--- config.mk ---
export PLATFORM = sky130hd
export DESIGN_NAME = softmax_stream_out
export DESIGN_NICKNAME = d
export VERILOG_FILES = /design/src/rtl/softmax_pkg.sv /design/src/rtl/softmax_argmax_track.sv /design/src/rtl/softmax_stream_out.sv
export SDC_FILE = /design/constraint.sdc
export NUM_CORES = 1
export LEC_CHECK = 0
export CAP_MARGIN = 20
export CORE_ASPECT_RATIO = 1.4
export CORE_MARGIN = 2
export CORE_UTILIZATION = 37
export CTS_CLUSTER_SIZE = 24
export DETAILED_ROUTE_END_ITERATION = 12
export PLACE_DENSITY = 0.59
export SLEW_MARGIN = 20
export SYNTH_ARGS = -nofsm -noshare
export SYNTH_HDL_FRONTEND = slang
export SYNTH_SLANG_ARGS = --single-unit
--- constraint.sdc ---
create_clock -name clk -period 6.3 [get_ports clk]
set_input_delay 1.89 -clock clk [delete_from_list [all_inputs] [get_ports clk]]
set_output_delay 1.89 -clock clk [all_outputs]
set_load 0.1 [all_outputs]
--- src/rtl/softmax_pkg.sv ---
// Shared constants and FSM state type for the softmax lane serializer.
package softmax_pkg;

    localparam int SM_SIZE    = 5;
    localparam int SM_WID_OUT = 17;
    localparam int SM_IDX_W   = 3;

    typedef enum logic [0:0] {
        ST_IDLE = 1'b0,
        ST_SEND = 1'b1
    } sm_state_e;

endpackage

--- src/rtl/softmax_argmax_track.sv ---
// Running maximum over the beats of one vector; pulses the winning lane index
// after the final beat. Strictly-greater update makes the lowest index win ties.
module softmax_argmax_track
    import softmax_pkg::*;
#(
    parameter int wid_out = SM_WID_OUT
) (
    input  logic                clk,
    input  logic                rst,
    input  logic                beat_i,
    input  logic                first_i,
    input  logic                last_i,
    input  logic [SM_IDX_W-1:0] idx_i,
    input  logic [wid_out-1:0]  data_i,
    output logic [SM_IDX_W-1:0] argmax_idx_o,
    output logic                argmax_valid_o
);

    logic [wid_out-1:0]  max_q, max_d;
    logic [SM_IDX_W-1:0] max_idx_q, max_idx_d;
    logic [SM_IDX_W-1:0] res_idx_q, res_idx_d;
    logic                pulse_q, pulse_d;
    logic [wid_out-1:0]  win_data_s;
    logic [SM_IDX_W-1:0] win_idx_s;

    // Winner of the current beat against the running maximum, and next state.
    always_comb begin
        win_data_s = max_q;
        win_idx_s  = max_idx_q;
        max_d      = max_q;
        max_idx_d  = max_idx_q;
        res_idx_d  = res_idx_q;
        pulse_d    = 1'b0;
        if (first_i || (data_i > max_q)) begin
            win_data_s = data_i;
            win_idx_s  = idx_i;
        end else begin
            win_data_s = max_q;
            win_idx_s  = max_idx_q;
        end
        if (beat_i) begin
            max_d     = win_data_s;
            max_idx_d = win_idx_s;
            if (last_i) begin
                res_idx_d = win_idx_s;
                pulse_d   = 1'b1;
            end else begin
                res_idx_d = res_idx_q;
                pulse_d   = 1'b0;
            end
        end else begin
            max_d     = max_q;
            max_idx_d = max_idx_q;
        end
    end

    // Tracker state registers.
    always_ff @(posedge clk or posedge rst) begin
        if (rst) begin
            max_q     <= {wid_out{1'b0}};
            max_idx_q <= {SM_IDX_W{1'b0}};
            res_idx_q <= {SM_IDX_W{1'b0}};
            pulse_q   <= 1'b0;
        end else begin
            max_q     <= max_d;
            max_idx_q <= max_idx_d;
            res_idx_q <= res_idx_d;
            pulse_q   <= pulse_d;
        end
    end

    assign argmax_idx_o   = res_idx_q;
    assign argmax_valid_o = pulse_q;

endmodule

--- src/rtl/softmax_stream_out.sv ---
// Captures a parallel softmax vector and streams its lanes one per beat.
// Optional argmax tracking is enabled by defining SOFTMAX_ARGMAX_EN.
module softmax_stream_out
    import softmax_pkg::*;
#(
    parameter int size    = SM_SIZE,
    parameter int wid_out = SM_WID_OUT
) (
    input  logic                clk,
    input  logic                rst,
    input  logic                in_valid,
    output logic                in_ready,
    input  logic [wid_out-1:0]  prob [1:size],
    output logic                out_valid,
    input  logic                out_ready,
    output logic [wid_out-1:0]  out_data,
    output logic [SM_IDX_W-1:0] out_idx,
    output logic                out_last,
    output logic [SM_IDX_W-1:0] argmax_idx,
    output logic                argmax_valid
);

    localparam logic [SM_IDX_W-1:0] LAST_IDX = SM_IDX_W'(size - 1);

    sm_state_e           state_q, state_d;
    logic [SM_IDX_W-1:0] cnt_q, cnt_d, cnt_inc_s;
    logic [wid_out-1:0]  data_q, data_d, next_lane_s;
    logic                last_q, last_d;
    logic [wid_out-1:0]  bank_q [0:size-1];
    logic [wid_out-1:0]  bank_d [0:size-1];

    assign cnt_inc_s = cnt_q + SM_IDX_W'(1);

    // Select the lane that follows the one currently presented.
    always_comb begin
        next_lane_s = {wid_out{1'b0}};
        for (int i = 0; i < size; i++) begin
            next_lane_s = (cnt_inc_s == SM_IDX_W'(i)) ? bank_q[i] : next_lane_s;
        end
    end

    // Next-state logic: capture in IDLE, advance on each accepted beat in SEND.
    always_comb begin
        state_d = state_q;
        cnt_d   = cnt_q;
        data_d  = data_q;
        last_d  = last_q;
        for (int i = 0; i < size; i++) begin
            bank_d[i] = bank_q[i];
        end
        case (state_q)
            ST_IDLE: begin
                if (in_valid) begin
                    for (int i = 0; i < size; i++) begin
                        bank_d[i] = prob[i+1];
                    end
                    cnt_d   = {SM_IDX_W{1'b0}};
                    data_d  = prob[1];
                    last_d  = (LAST_IDX == {SM_IDX_W{1'b0}});
                    state_d = ST_SEND;
                end else begin
                    state_d = ST_IDLE;
                end
            end
            ST_SEND: begin
                if (out_ready) begin
                    if (last_q) begin
                        last_d  = 1'b0;
                        state_d = ST_IDLE;
                    end else begin
                        cnt_d  = cnt_inc_s;
                        data_d = next_lane_s;
                        last_d = (cnt_inc_s == LAST_IDX);
                    end
                end else begin
                    state_d = ST_SEND;
                end
            end
            default: begin
                state_d = ST_IDLE;
                last_d  = 1'b0;
            end
        endcase
    end

    // State, counter, presented beat and captured bank.
    always_ff @(posedge clk or posedge rst) begin
        if (rst) begin
            state_q <= ST_IDLE;
            cnt_q   <= {SM_IDX_W{1'b0}};
            data_q  <= {wid_out{1'b0}};
            last_q  <= 1'b0;
            for (int i = 0; i < size; i++) begin
                bank_q[i] <= {wid_out{1'b0}};
            end
        end else begin
            state_q <= state_d;
            cnt_q   <= cnt_d;
            data_q  <= data_d;
            last_q  <= last_d;
            for (int i = 0; i < size; i++) begin
                bank_q[i] <= bank_d[i];
            end
        end
    end

    assign in_ready  = (state_q == ST_IDLE);
    assign out_valid = (state_q == ST_SEND);
    assign out_data  = data_q;
    assign out_idx   = cnt_q;
    assign out_last  = last_q;

`ifdef SOFTMAX_ARGMAX_EN
    logic xfer_s;
    assign xfer_s = out_valid && out_ready;

    softmax_argmax_track #(
        .wid_out (wid_out)
    ) u_argmax (
        .clk            (clk),
        .rst            (rst),
        .beat_i         (xfer_s),
        .first_i        (cnt_q == {SM_IDX_W{1'b0}}),
        .last_i         (last_q),
        .idx_i          (cnt_q),
        .data_i         (data_q),
        .argmax_idx_o   (argmax_idx),
        .argmax_valid_o (argmax_valid)
    );
`else
    assign argmax_idx   = {SM_IDX_W{1'b0}};
    assign argmax_valid = 1'b0;
`endif

endmodule

# Yosys cells after proc, flatten, opt, wreduce, memory -nomap -nowiden
# Cells that the tools add are included.
# totals
out_inout_bits	27
reg_bits	107
inputBits	89
# op_classes
n_reduce_logical	4
n_addsub	1
bitwise_logic	1
n_eq_ne	7
n_mux	21
# op_table
op	count
17-bit two-way mux	8
17-bit one-hot mux with 2 select lines	1
3-bit two-way mux	3
3-bit by 2-bit == test with 1-bit output (second input constant)	2
1-bit two-way mux	6
2-bit != test (second input constant)	3
3-bit one-hot mux with 2 select lines	1
1-bit one-hot mux with 2 select lines	2
2-bit AND reduction	2
3-bit by 1-bit adder with 3-bit output (second input constant)	1
3-bit by 1-bit == test with 1-bit output (second input constant)	1
3-bit == test (second input constant)	1
3-bit logical NOT	1
3-bit AND reduction	1
1-bit inverter	1

# Logic depth before layout (Yosys ltp)
# Gate-level depths: netlist of the first run.
# depth
word_depth	10
depth_mapped	9
mapped_depth_nobuf	6

# Worst setup path after synthesis of the first run
# No wires, ideal clock.
# synth_timing
kind	flip-flop to output port
startpoint	reg state_q, in the netlist out_valid
endpoint	out in_ready
path_slack_ns	3.002
required_ns	4.410
arrival_ns	1.408
path_stages_with_launch	3
path_cell_list	dfrtp_1 buf_4 inv_2
# synth_via
elab_chain_len	1
# synth_lines
element	line_no	source
start: declaration	softmax_stream_out.sv:25	sm_state_e state_q, state_d;
start signal: assignment	softmax_stream_out.sv:97	state_q <= state_d;
1-bit inverter (no line)	-	
end: declaration	softmax_stream_out.sv:12	output logic in_ready,
# No other way between the ends.

# Worst setup path after layout of the first run
# Same ends and word-level chain as after synthesis.

==> results of run 1 <==
[cell type report]
cell class	instances	area, um2	area share, %
clock buffer	9	225	3.27
clock inverter	7	100	1.45
tap	189	236	3.44
inverter	22	85.1	1.24
timing repair buffer	118	1190	17.3
multi-input combinational	273	2370	34.4
sequential	107	2680	38.9
[layer usage]
layer	up-vias	global-route usage (%)
met5	-	0
met4	0	5.46
met3	12	2.97
met2	82	30.6
met1	1853	23.9
li1	1785	-
[sequential cells by signal (all words and copies together), names as in the netlist]
name,flops
bank_q,85
out_data,17
out_idx,3
out_last,1
out_valid,1
[power breakdown]
part	switching, mW	internal [mW]	total (mW)
Sequential	0.220	1.04	1.26
Clock	0.256	0.350	0.607
Combinational	1.28	0.805	2.08
Total	1.76	2.20	3.95
[synthesized netlist by cell type, drive strengths merged]
| cell | count | area, um2 |
|---|---|---|
| o21ai | 17 | 85.1 |
| nor2b | 2 | 15.0 |
| xor2 | 2 | 25.0 |
| nand3 | 17 | 85.1 |
| nor2 | 4 | 27.5 |
| nand2 | 24 | 90.1 |
| o22ai | 19 | 119 |
| dfrtp | 107 | 2680 |
| o31ai | 2 | 15.0 |
| buf | 29 | 243 |
| ha | 5 | 62.6 |
| or2 | 1 | 6.26 |
| inv | 22 | 82.6 |
| xnor2 | 1 | 8.76 |
| and2 | 1 | 6.26 |
| mux2 | 86 | 968 |
| nand2b | 35 | 226 |
| a31oi | 1 | 6.26 |
| conb | 1 | 3.75 |
| clkbuf | 8 | 30.0 |
| a221oi | 34 | 423 |
| nand3b | 1 | 7.51 |
| a221o | 17 | 170 |
[cells by family after synthesis]
| logic type | count (synthesis) | share of synthesized area, % |
|---|---|---|
| other cells | 1 | 0.0697 |
| buf+inv | 59 | 6.60 |
| compound gates | 90 | 15.2 |
| mux | 86 | 18.0 |
| simple gates | 85 | 8.62 |
| flops | 107 | 49.7 |
| xor+xnor | 3 | 0.628 |
| fa+ha+maj | 5 | 1.16 |
[worst max-delay path by stage]
stage / startpoint / endpoint / slack (ps) / depth (start not counted)
2_1_floorplan: rst / bank_q[0] / 1590 / 1
3_3_place_gp: out_ready / out_data[9] / 2120 / 5
3_5_place_dp: out_ready / out_data[7] / 2090 / 5
4_1_cts: out_valid / in_ready / 2190 / 3
5_1_grt: out_valid / out_valid / 2130 / 2
6_report: out_valid / in_ready / 2220 / 3
[worst reg2reg max path: cells and delay by family (launching register included)]
family,cells,cell delay (ps)
simple gates,1,840
compound gates,2,530
flops,1,460
fa+ha+maj,1,280
xor+xnor,1,220
[cells in the final DEF, fill, tap and decap left out, types with 2 or more instances in the layout]
cell	instances
sky130_fd_sc_hd__buf_12	2
sky130_fd_sc_hd__nand2b_1	34
sky130_fd_sc_hd__o22ai_1	19
sky130_fd_sc_hd__inv_1	20
sky130_fd_sc_hd__o21ai_0	17
sky130_fd_sc_hd__dfrtp_1	107
sky130_fd_sc_hd__clkinvlp_4	3
sky130_fd_sc_hd__nand2_1	24
sky130_fd_sc_hd__nand3_1	17
sky130_fd_sc_hd__a221o_1	17
sky130_fd_sc_hd__mux2_2	86
sky130_fd_sc_hd__bufinv_16	2
sky130_fd_sc_hd__conb_1	4
sky130_fd_sc_hd__o31ai_1	2
sky130_fd_sc_hd__ha_1	5
sky130_fd_sc_hd__clkdlybuf4s50_1	111
sky130_fd_sc_hd__buf_4	5
sky130_fd_sc_hd__a221oi_1	14
sky130_fd_sc_hd__clkbuf_16	9
sky130_fd_sc_hd__a221oi_2	20
sky130_fd_sc_hd__nor2_2	2
[per-stage QoR]
step	cell area (um2)	hold slack [ps]	power [mW]	util [%]	cells
3_5_place_dp	6560	490	3.38	45.8	709
3_3_place_gp	6560	487	3.33	45.8	709
4_1_cts	6880	507	3.99	48.1	725
2_1_floorplan	5400	471	2.90	-	439
5_1_grt	6880	524	4.19	48.1	725
6_report	6880	501	3.95	48.1	725
==> metrics.log, run 1 <==
[metrics] final hold vios: 0
[metrics] half-perimeter wire length after placement: 9460 um
[metrics] # Post-CTS Setup Buffers: 0
[metrics] antenna fix cells: 0
[metrics] outcome: completed
[metrics] CORE AREA: 14300 um2
[metrics] endpoint required time on the critical path: 4410 ps
[metrics] CP cell instances: buf_4 > inv_2 > clkdlybuf4s50_1
[metrics] synthesis-stage register bit count: 107
[metrics] P_leak: 2.73 nW
[metrics] iteration-0 DRC count of the detailed router: 207
[metrics] routed length on met1: 6020 um
[metrics] Clock Tree Buf Depth: 2
[metrics] HP Class: flip-flop to flip-flop
[metrics] maximum number of pins on one net before global-route repair: 76
[metrics] Synth Warn #: 0
[metrics] worst slew margin relative to its limit: 27.5%
[metrics] count of buffers inserted at the top-level ports: 111
[metrics] die area: 15500 um2
[metrics] sequential fraction of the synthesis area: 49.7%
[metrics] peak ir drop on the vdd network: 0.383 mV
[metrics] # H-tree levels: 3
[metrics] critical path capture point type: primary output
[metrics] final weighted congestion in routability-driven placement: 0.795
[metrics] worst reg2reg startpoint: out_idx[0]
[metrics] vias in the first global route: 3935
[metrics] largest delay contributor family on the critical path: buffers and inverters
[metrics] Post-CTS Hold Buffers: 0
[metrics] Root Driver: sky130_fd_sc_hd__clkbuf_16
[metrics] total of endpoints with negative setup slack in the final report: 0
[metrics] TritonCTS clock tree: built
[metrics] Final Cycle Share: 64.8%
[metrics] critical path start-end classification: flip-flop to primary output
[metrics] worst setup slack after layout: 2220 ps
[metrics] cts repair resizes: 0
[metrics] wire length of the first global-routing pass: 22000 um
[metrics] total overflow reported by the global router: 0
[metrics] length of routed met3 wiring: 511 um
[metrics] effective utilization at floorplan: 37.6%
[metrics] total CTS buffers: 9
[metrics] reported max-cap violation count: 0
[metrics] Min Clock Period, post-route: 4080 ps
[metrics] area growth from synthesis to layout: 27.8%
[metrics] floorplan die height: 147 um
[metrics] post-detailed-route DRC marker count: 0
[metrics] layout cells sized above 1: 25.6%
[metrics] kind of launch point of the worst setup path: flip-flop
[metrics] number of nets in the finished design: 625
[metrics] setup total negative slack: 0 ps
[metrics] fill cell instance count of the final layout: 1329
[metrics] synthesized netlist cell count: 436
[metrics] overall die width: 106 um
[metrics] clock tree sinks: 107
[metrics] total vias in the final route: 3732
[metrics] count of different cell masters after synthesis: 35
[metrics] Worst Tran Pin Value: 1090 ps
[metrics] sum of routed wire length over all layers: 13500 um
[metrics] maximum achievable frequency: 245 MHz
[metrics] critical-path cell with the highest stage delay: sky130_fd_sc_hd__clkdlybuf4s50_1
[metrics] I/O pin count: 116
[metrics] number of buffers and inverters on the critical path: 3
[metrics] Worst Clk Skew: 10.1 ps
[metrics] count of pins over their slew limit: 0
[metrics] capture endpoint of the worst hold path: bank_q[34]
[metrics] DRT Pass-1 Iters: 4
[metrics] All-Layer GR Usage: 18.1%
[metrics] row count: 52
[metrics] hold depth: 1
[metrics] Routed met2 length: 6760 um
[metrics] clock-pin slew on the worst setup and hold paths: 70 ps
[metrics] worst-case reg-to-reg path depth: 5
[metrics] RSZ-0062 raised after global routing: false
[metrics] Arr. time, crit path: 2190 ps
[metrics] Worst Min Path Start: bank_q[34]
[metrics] placement-stage worst setup slack: 2090 ps
[metrics] highest metal layer used by the detailed router: met4
[metrics] worst skew pair latency: 340 ps
[metrics] Via density: 5.15
[metrics] largest driver fanout on the critical path: 28
[metrics] Cell Area, Synth: 5380 um2
[metrics] remaining antenna violation count: 0
[metrics] areal power density over the cells: 575 nW/um2
[metrics] number of antenna violations at the first check in global routing: 0
[metrics] Slowest Stage Delay on Critical Path: 1130 ps
[metrics] R2R Setup Slk: 3870 ps
[metrics] capture instance of the worst register-to-register path: out_data[7]
[metrics] wire per inst: 18.6 um
[metrics] syn_area_per_cell: 12.3 um2
(Power assumes the default switching activity.)
==> run 2, diff against run 1 <==
--- a/config.mk
+++ b/config.mk
@@ -11,7 +11,7 @@
 export CORE_UTILIZATION = 37
 export CTS_CLUSTER_SIZE = 24
 export DETAILED_ROUTE_END_ITERATION = 12
-export PLACE_DENSITY = 0.59
+export PLACE_DENSITY = 0.62
 export SLEW_MARGIN = 20
 export SYNTH_ARGS = -nofsm -noshare
 export SYNTH_HDL_FRONTEND = slang
==> constraint.sdc (replaced) <==
create_clock -name clk -period 3.5 [get_ports clk]
set_input_delay 1.05 -clock clk [delete_from_list [all_inputs] [get_ports clk]]
set_output_delay 1.05 -clock clk [all_outputs]
set_load 0.1 [all_outputs]
==> run 2 against run 1 <==
- utilization decreased by 0.096 points
- sequential cell count unchanged
- final area decreased by 0.20%
- first-iteration DRC count decreased by 26%
- clock-buffer cell count increased by 2
- register-to-register slack got worse by 2800 ps
- clock power increased by 81%
- sequential power increased by 81%
- setup slack got worse by 1400 ps
- routed wire length increased by 0.64%
- die area unchanged
- non-clock buffer count increased by 4
==> metrics.log, run 2 (synthesized netlist as in run 1, its figures left out) <==
[metrics] outcome: completed
[metrics] largest driver fanout on the critical path: 17
[metrics] layout cells sized above 1: 30.2%
[metrics] fill cell instance count of the final layout: 1331
[metrics] HP Class: flip-flop to flip-flop
[metrics] row count: 52
[metrics] half-perimeter wire length after placement: 9590 um
[metrics] DRT Pass-1 Iters: 4
[metrics] total CTS buffers: 9
[metrics] Sequential cell area: 2680 um2
[metrics] cts repair resizes: 0
[metrics] P_leak: 2.79 nW
[metrics] Final Cycle Share: 76.6%
[metrics] hold depth: 1
[metrics] count of pins over their slew limit: 0
[metrics] worst reg2reg startpoint: out_idx[0]
[metrics] CORE AREA: 14300 um2
[metrics] maximum achievable frequency: 373 MHz
[metrics] total vias in the final route: 3834
[metrics] All-Layer GR Usage: 17.9%
[metrics] R2R Setup Slk: 1120 ps
[metrics] setup total negative slack: 0 ps
[metrics] Arr. time, crit path: 2870 ps
[metrics] Via density: 5.26
[metrics] critical path start-end classification: input pin to flip-flop
[metrics] areal power density over the cells: 1040 nW/um2
[metrics] clock tree sinks: 107
[metrics] wire per inst: 18.6 um
[metrics] worst-case reg-to-reg path depth: 5
[metrics] register with the most flip-flops: bank_q
[metrics] number of antenna violations at the first check in global routing: 0
[metrics] I/O pin count: 116
[metrics] count of buffers inserted at the top-level ports: 111
[metrics] Worst Tran Pin Value: 936 ps
[metrics] Largest register FFs: 85
[metrics] # H-tree levels: 3
[metrics] clock-pin slew on the worst setup and hold paths: 70 ps
[metrics] remaining antenna violation count: 0
[metrics] peak ir drop on the vdd network: 0.507 mV
[metrics] total of endpoints with negative setup slack in the final report: 0
[metrics] Slowest Stage Delay on Critical Path: 580 ps
[metrics] # Post-CTS Setup Buffers: 0
[metrics] TritonCTS clock tree: built
[metrics] vias in the first global route: 3962
[metrics] Worst Clk Skew: 9.77 ps
[metrics] floorplan die height: 147 um
[metrics] Root Driver: sky130_fd_sc_hd__clkbuf_16
[metrics] wire length of the first global-routing pass: 21800 um
[metrics] Multi-input gate area: 2370 um2
[metrics] overall die width: 106 um
[metrics] total overflow reported by the global router: 0
[metrics] critical-path cell with the highest stage delay: sky130_fd_sc_hd__clkdlybuf4s50_1
[metrics] final hold vios: 0
[metrics] antenna fix cells: 0
[metrics] post-route cell area: 6870 um2
[metrics] most common cell after layout, fill and taps aside: sky130_fd_sc_hd__dfrtp_1
[metrics] Worst Min Path Start: bank_q[45]
[metrics] area growth from synthesis to layout: 27.5%
[metrics] number of standard cells in the final layout excluding fillers: 729
[metrics] post-detailed-route DRC marker count: 0
[metrics] RSZ-0062 raised after global routing: false
[metrics] sum of routed wire length over all layers: 13500 um
[metrics] iteration-0 DRC count of the detailed router: 154
[metrics] count of placed standard cells including taps: 713
[metrics] Post-CTS Hold Buffers: 0
[metrics] effective utilization at floorplan: 37.6%
[metrics] capture instance of the worst register-to-register path: out_data[9]
[metrics] maximum number of pins on one net before global-route repair: 72
[metrics] kind of launch point of the worst setup path: input pin
[metrics] die area: 15500 um2
[metrics] worst skew pair latency: 340 ps
[metrics] area post-placement: 6540 um2
[metrics] reported max-cap violation count: 0
[metrics] Clock Tree Buf Depth: 2
[metrics] endpoint required time on the critical path: 3690 ps
[metrics] number of nets in the finished design: 629
[metrics] capture endpoint of the worst hold path: bank_q[45]
[metrics] CP cell instances: clkdlybuf4s50_1 > nand2b_4 > or2_1 > nor2_4 > a221oi_1
[metrics] Min Clock Period, post-route: 2680 ps
[metrics] critical path capture point type: flip-flop
[metrics] commonest cells after routing, fill and taps aside: 107 x sky130_fd_sc_hd__dfrtp_1, 88 x sky130_fd_sc_hd__clkdlybuf4s50_1, 86 x sky130_fd_sc_hd__mux2_2
[metrics] worst slew margin relative to its limit: 37.6%
[metrics] final weighted congestion in routability-driven placement: 0.846
[run 2: cell types whose count changed in the layout (fill, tap and decap cells not counted)]
cell and delta:
sky130_fd_sc_hd__inv_6 +1, sky130_fd_sc_hd__clkbuf_1 +1, sky130_fd_sc_hd__clkdlybuf4s50_1 -23, sky130_fd_sc_hd__clkinv_4 -1, sky130_fd_sc_hd__clkbuf_8 +1, sky130_fd_sc_hd__clkinv_2 +1, sky130_fd_sc_hd__inv_4 -1, sky130_fd_sc_hd__clkinvlp_4 -2
sky130_fd_sc_hd__buf_12 +1, sky130_fd_sc_hd__buf_4 +26
[run 2: how the worst max path moves through the flow]
| stage | from | to | slack (ps) | depth (start not counted) |
|---|---|---|---|---|
| 2_1_floorplan | out_idx[0] | out_data[12] | 1020 | 9 |
| 3_3_place_gp | out_ready | out_data[4] | 560 | 5 |
| 3_5_place_dp | out_ready | out_data[9] | 480 | 5 |
| 4_1_cts | out_ready | out_data[9] | 860 | 5 |
| 5_1_grt | out_ready | out_data[5] | 740 | 5 |
| 6_report | out_ready | out_data[9] | 820 | 5 |
[run 2: critical path: cells and delay by family]
family / cells / cell delay, ps
buffers and inverters: 1 / 580
AND/OR/NAND/NOR: 3 / 1010
AO/OA/AOI/OAI: 1 / 220
[run 2: stage by stage]
stage                     hold slack, ps  worst slack (ps)  utilization, %  power [mW]
after floorplan                      471              1020               -        5.22
after global placement               481               559            45.7        5.94
after detailed placement             488               482            45.7        6.04
after CTS                            504               860            48.0        7.16
after global routing                 516               740            48.0        7.53
final                                497               818            48.0        7.12
[run 2: cell type report]
type                            instances  share of cell area (%)
Sequential cell                       107                    39.0
Multi-Input combinational cell        273                    34.5
Timing Repair Buffer                  122                    17.1
Clock buffer                           11                    3.53
Tap cell                              189                    3.44
Inverter                               22                    1.26
Clock inverter                          5                    1.20
[run 2: report_power, final]
group          leakage, nW  switching, mW  internal (mW)
Combinational         1.34           2.31           1.42
Clock                0.161          0.449          0.651
Sequential            1.29          0.408           1.88
[run 2: routing by layer]
metal	global-route usage (%)	wire [um]
met1	24.6	6030
met2	29.0	6750
met3	2.40	522
met4	6.25	241
met5	0	0
